==> config.mk <==
export PLATFORM = sky130hd
export DESIGN_NAME = key_filter
export DESIGN_NICKNAME = d
export VERILOG_FILES = /design/src/rtl/key_filter_pkg.sv /design/src/rtl/key_filter_sync_2ff.sv /design/src/rtl/key_filter.sv
export SDC_FILE = /design/constraint.sdc
export NUM_CORES = 1
export LEC_CHECK = 0
export BUFFER_PORTS_ARGS = -buffer_cell sky130_fd_sc_hd__buf_2
export CAP_MARGIN = 10
export CORE_ASPECT_RATIO = 1.1
export CORE_UTILIZATION = 55
export DETAILED_ROUTE_END_ITERATION = 12
export PLACE_DENSITY = 0.72
export SLEW_MARGIN = 30
export SYNTH_ARGS = -nofsm -noshare
export SYNTH_HDL_FRONTEND = slang
export SYNTH_SLANG_ARGS = --single-unit
export TNS_END_PERCENT = 10
==> constraint.sdc <==
create_clock -name sys_clk -period 1.89 [get_ports sys_clk]
set_input_delay 0.0945 -clock sys_clk [delete_from_list [all_inputs] [get_ports sys_clk]]
set_output_delay 0.0945 -clock sys_clk [all_outputs]
set_load 0.01 [all_outputs]
==> src/rtl/key_filter_pkg.sv <==
// -----------------------------------------------------------------------------
// key_filter_pkg
// Shared types and constants for the push-button debounce block.
//   key_state_t      : debounce FSM state encoding
//   KEY_CNT_MAX_20MS : default debounce window minus one (20 ms at 50 MHz)
//   key_cnt_width()  : width of the debounce counter for a given CNT_MAX
// -----------------------------------------------------------------------------
package key_filter_pkg;

  typedef enum logic [1:0] {
    IDLE         = 2'd0,
    PRESS_FILT   = 2'd1,
    HELD         = 2'd2,
    RELEASE_FILT = 2'd3
  } key_state_t;

  localparam int unsigned KEY_CNT_MAX_20MS = 999_999;

  // Counter must hold 0..CNT_MAX; guard against a zero width for tiny windows.
  function automatic int unsigned key_cnt_width(input int unsigned cnt_max);
    int unsigned w;
    w = $clog2(cnt_max + 1);
    if (w < 1) begin
      w = 1;
    end
    return w;
  endfunction

endpackage

==> src/rtl/key_filter_sync_2ff.sv <==
// -----------------------------------------------------------------------------
// sync_2ff
// Two-stage synchroniser for a single asynchronous input bit. Both stages
// reset to RST_VAL so the synchronised output reads the inactive level while
// the system is held in reset.
// Ports:
//   clk_i   : destination clock
//   rst_n_i : asynchronous active-low reset
//   d_i     : asynchronous input
//   q_o     : synchronised output (two clk_i edges of latency)
// -----------------------------------------------------------------------------
module sync_2ff #(
  parameter logic RST_VAL = 1'b0
) (
  input  logic clk_i,
  input  logic rst_n_i,
  input  logic d_i,
  output logic q_o
);

  logic meta_q;
  logic sync_q;

  always_ff @(posedge clk_i or negedge rst_n_i) begin
    if (!rst_n_i) begin
      meta_q <= RST_VAL;
      sync_q <= RST_VAL;
    end else begin
      meta_q <= d_i;
      sync_q <= meta_q;
    end
  end

  assign q_o = sync_q;

endmodule

==> src/rtl/key_filter.sv <==
// -----------------------------------------------------------------------------
// key_filter
// Debounces and synchronises a mechanical push-button pin. Produces a clean
// registered key level plus single-cycle press / release strobes.
// Parameters:
//   CNT_MAX  : debounce window minus one, in sys_clk cycles (>= 1)
//   KEY_IDLE : pin level when the key is not pressed
// Ports:
//   sys_clk     : system clock
//   sys_rst_n   : asynchronous active-low reset
//   key_in      : raw, asynchronous, bouncing key pin
//   key_level   : debounced key level, same polarity as the pin
//   key_press   : one-cycle strobe on an accepted KEY_IDLE -> ~KEY_IDLE change
//   key_release : one-cycle strobe on an accepted ~KEY_IDLE -> KEY_IDLE change
// -----------------------------------------------------------------------------
module key_filter
  import key_filter_pkg::*;
#(
  parameter int unsigned CNT_MAX  = KEY_CNT_MAX_20MS,
  parameter logic        KEY_IDLE = 1'b1
) (
  input  logic sys_clk,
  input  logic sys_rst_n,
  input  logic key_in,
  output logic key_level,
  output logic key_press,
  output logic key_release
);

  localparam int unsigned CNT_W = key_cnt_width(CNT_MAX);

  // The cycle that leaves IDLE/HELD has already seen the new level once, so
  // the filter state needs CNT_MAX further matching samples. With cnt
  // starting at 0 on entry, the last of those is seen while cnt = CNT_MAX-1.
  // This makes the total window exactly CNT_MAX+1 samples of key_s.
  localparam logic [CNT_W-1:0] LAST_CNT = CNT_W'(CNT_MAX - 1);

  logic             key_s;
  key_state_t       state_q;
  logic [CNT_W-1:0] cnt_q;
  logic [CNT_W-1:0] cnt_d;
  logic             level_q;
  logic             press_q;
  logic             release_q;
  logic             key_active;

  // Stage: pin synchronisation
  sync_2ff #(
    .RST_VAL (KEY_IDLE)
  ) u_sync (
    .clk_i   (sys_clk),
    .rst_n_i (sys_rst_n),
    .d_i     (key_in),
    .q_o     (key_s)
  );

  assign key_active = (key_s != KEY_IDLE);
  assign cnt_d      = cnt_q + 1'b1;

  // Stage: debounce FSM, counter and registered outputs
  always_ff @(posedge sys_clk or negedge sys_rst_n) begin
    if (!sys_rst_n) begin
      state_q   <= IDLE;
      cnt_q     <= '0;
      level_q   <= KEY_IDLE;
      press_q   <= 1'b0;
      release_q <= 1'b0;
    end else begin
      press_q   <= 1'b0;
      release_q <= 1'b0;
      case (state_q)
        IDLE: begin
          cnt_q <= '0;
          if (key_active) begin
            state_q <= PRESS_FILT;
          end
        end
        PRESS_FILT: begin
          if (!key_active) begin
            state_q <= IDLE;
            cnt_q   <= '0;
          end else if (cnt_q == LAST_CNT) begin
            state_q <= HELD;
            cnt_q   <= '0;
            level_q <= ~KEY_IDLE;
            press_q <= 1'b1;
          end else begin
            cnt_q <= cnt_d;
          end
        end
        HELD: begin
          cnt_q <= '0;
          if (!key_active) begin
            state_q <= RELEASE_FILT;
          end
        end
        RELEASE_FILT: begin
          if (key_active) begin
            state_q <= HELD;
            cnt_q   <= '0;
          end else if (cnt_q == LAST_CNT) begin
            state_q   <= IDLE;
            cnt_q     <= '0;
            level_q   <= KEY_IDLE;
            release_q <= 1'b1;
          end else begin
            cnt_q <= cnt_d;
          end
        end
        default: begin
          state_q <= IDLE;
          cnt_q   <= '0;
        end
      endcase
    end
  end

  assign key_level   = level_q;
  assign key_press   = press_q;
  assign key_release = release_q;

endmodule

==> metrics.cfg <==
[timing]
slew_headroom_pct = 59.6
finalMaxSlewViolations = 0
setup_viol_count_final = 0
rsz0062_at_grt = no
worstMarginPinSlew_ns = 0.606
setup_tns_ns = 0
post-route-min-period_ns = 1.78
hold_viol = 0
max_freq_ghz = 0.562
layout_worst_path_cycle_share_pct = 94.2
hold_ws_ns = 0.300
fin_skew_ns = 0.0110

[global_routing]
first_global_vias = 861
grt_pass1_wl_um = 3820
antenna_found_initial = 0
grt_usage_pct = 19.5
grt_max_degree = 28
grt-ovfl-total = 0

[logic_synthesis]
synth_seq_cells = 27
syn_area_um2 = 1320
avgSynthCellArea_um2 = 10.0
synth_cells = 131
syn-num-nets = 136
ys_types = 31
synthFlopType = dfrtp_1
synthArstFlopShare_pct = 100
seq_area_frac_synth_pct = 51.6
synth_edf_count = 0
yosys_warnings = 0

[final_layout]
drive_above_1_share_pct = 15.5
antenna_cells = 0
final_nets = 148
mostFrequentLayoutCells = dfrtp_1 (24), nor2_1 (19), xnor2_1 (9), nand4_1 (9), nand3_1 (9)
syn2layout_area_growth_pct = 10.9
layout_commonest_cell = dfrtp_1

[detailed_routing]
firstDrtPassIters = 4
via_per_inst = 5.64
drt_wl_total_um = 2390
vias = 970
wire_per_inst_um = 13.9
drtAntennaViolNets = 0
highest_layer = met4
met3WireLength_um = 49
drc = 0
drt_iter0_markers = 18
wl_met2_um = 1160
met1_length_um = 1180

[die]
floorplan.initialDensity_pct = 58.4
die_h_um = 53.3
die_area_um2 = 2590
core_um2 = 2250
die_x_um = 48.6
placementRows = 18
ios = 6

[cts]
clk_pin_slew_ns = 0.15
cts_made_buffers = 3
htree_num_levels = 1
cts_tree = yes
clkLatencyLatePin_ns = 0.32
root_buffer = clkbuf_4
clock_sinks = 27
cts_buffer_depth = 2

[placement]
hpwl_um = 1680
gp_congestion = 0.812
io_buffers = 5

[critical_path]
cp-end-kind = flip-flop
worst-path-max-fanout = 6
worstSetupStartpointType = flip-flop
crit_arrival_ns = 2.03
critical_path_class = flip-flop to flip-flop
worstPathRequired_ns = 2.14

[power_and_ir_drop]
peakVddDrop_mv = 0.602
power_density_nw_per_um2 = 598
p_leak_uw = 0.000604
total_power_uw = 873

[job]
max_cap_viol_count = 0

[status]
status = complete, no violations

[hold_path]
hold_class = primary input to async pin

[path summary, 6_finish.rpt]
check,startpoint,to,slack (ns),cells past startpoint
hold reg to reg,u_sync.meta_q$_DFF_PN1_,u_sync.q_o$_DFF_PN1_,0.37,0
setup reg to reg,cnt_q[10]$_DFF_PN0_,cnt_q[17]$_DFF_PN0_,0.11,4
setup / recovery,cnt_q[10]$_DFF_PN0_,cnt_q[17]$_DFF_PN0_,0.11,4
hold / removal,sys_rst_n,state_q[0]$_DFFE_PN0P_,0.30,2
min in group sys_clk,u_sync.meta_q$_DFF_PN1_,u_sync.q_o$_DFF_PN1_,0.37,0
max in group asynchronous,sys_rst_n,cnt_q[15]$_DFF_PN0_,1.19,2
[layout make-up]
| type | count | area (µm²) |
|---|---|---|
| multi-input combinational | 96 | 609 |
| clock buffer | 3 | 22.5 |
| tap | 30 | 37.5 |
| clock inverter | 1 | 5.00 |
| sequential | 27 | 679 |
| timing repair buffer | 12 | 95.1 |
| fill | 189 | 792 |
| inverter | 3 | 11.3 |
[per-stage QoR]
step	worst slack [ns]	std cells	util (%)	area [µm²]
floorplan	0.180	131	-	1320
global placement	0.173	166	62.4	1410
detailed placement	0.139	166	62.4	1410
CTS	0.110	172	64.6	1450
global route	0.00200	172	64.8	1460
finish	0.109	172	64.8	1460
[worst max-delay path, cell delays in order, from the launching register on]
cell     delay (ns)
dfrtp_1        0.49
nand4_2        0.17
or3_4          0.43
or4b_4         0.49
a21oi_2        0.14
[sequential cells by signal, summed over array words and instances (netlist names), named ones only]
name	flops
state_q	1
cnt_q	20
key_level	1
u_sync.q_o	1
u_sync.meta_q	1
key_release	1
key_press	1
[Yosys cell counts, types with 3 or more instances]
| master | n | share of area (%) |
|---|---|---|
| nor4_1 | 6 | 2.9 |
| xnor2_1 | 9 | 6.0 |
| or3_1 | 3 | 1.4 |
| dfstp_2 | 3 | 6.0 |
| nor3_1 | 4 | 1.5 |
| nor2_1 | 19 | 5.4 |
| and3_1 | 3 | 1.4 |
| dfrtp_1 | 24 | 46 |
| xor2_1 | 7 | 4.7 |
| nand3_1 | 9 | 3.4 |
| nand4_1 | 9 | 4.3 |
| inv_1 | 3 | 0.86 |
| nand2_1 | 7 | 2.0 |
[where the power goes]
group	internal, µW	switching [µW]
Sequential	585	3.72
Combinational	15.1	27.1
Clock	79.0	163
[what timing repair did]
| item | 4_1_cts | 5_1_grt |
|---|---|---|
| endpoints found under the hold margin | 25 | 0 |
| hold buffers | 2 | 0 |
| setup buffers | 0 | 0 |
| setup endpoints to repair | 0 | 1 |
| gates resized for setup | 0 | 1 |
[cell families after synthesis]
| group | after synthesis | synth area share [%] |
|---|---|---|
| adders and majority gates | 2 | 1.90 |
| xor gates and xnor gates | 16 | 10.6 |
| and+or+nand+nor | 68 | 28.1 |
| buffers and inverters | 8 | 2.57 |
| DFF | 27 | 51.6 |
| AOI/OAI and AO/OA | 10 | 5.13 |
[per-layer routing]
layer	up-vias	global-route usage, %
met2	8	33.1
li1	489	-
met3	2	2.59
met5	-	0
met1	471	25.4
met4	0	7.35
No activity file was read; power rests on OpenSTA's default activity.
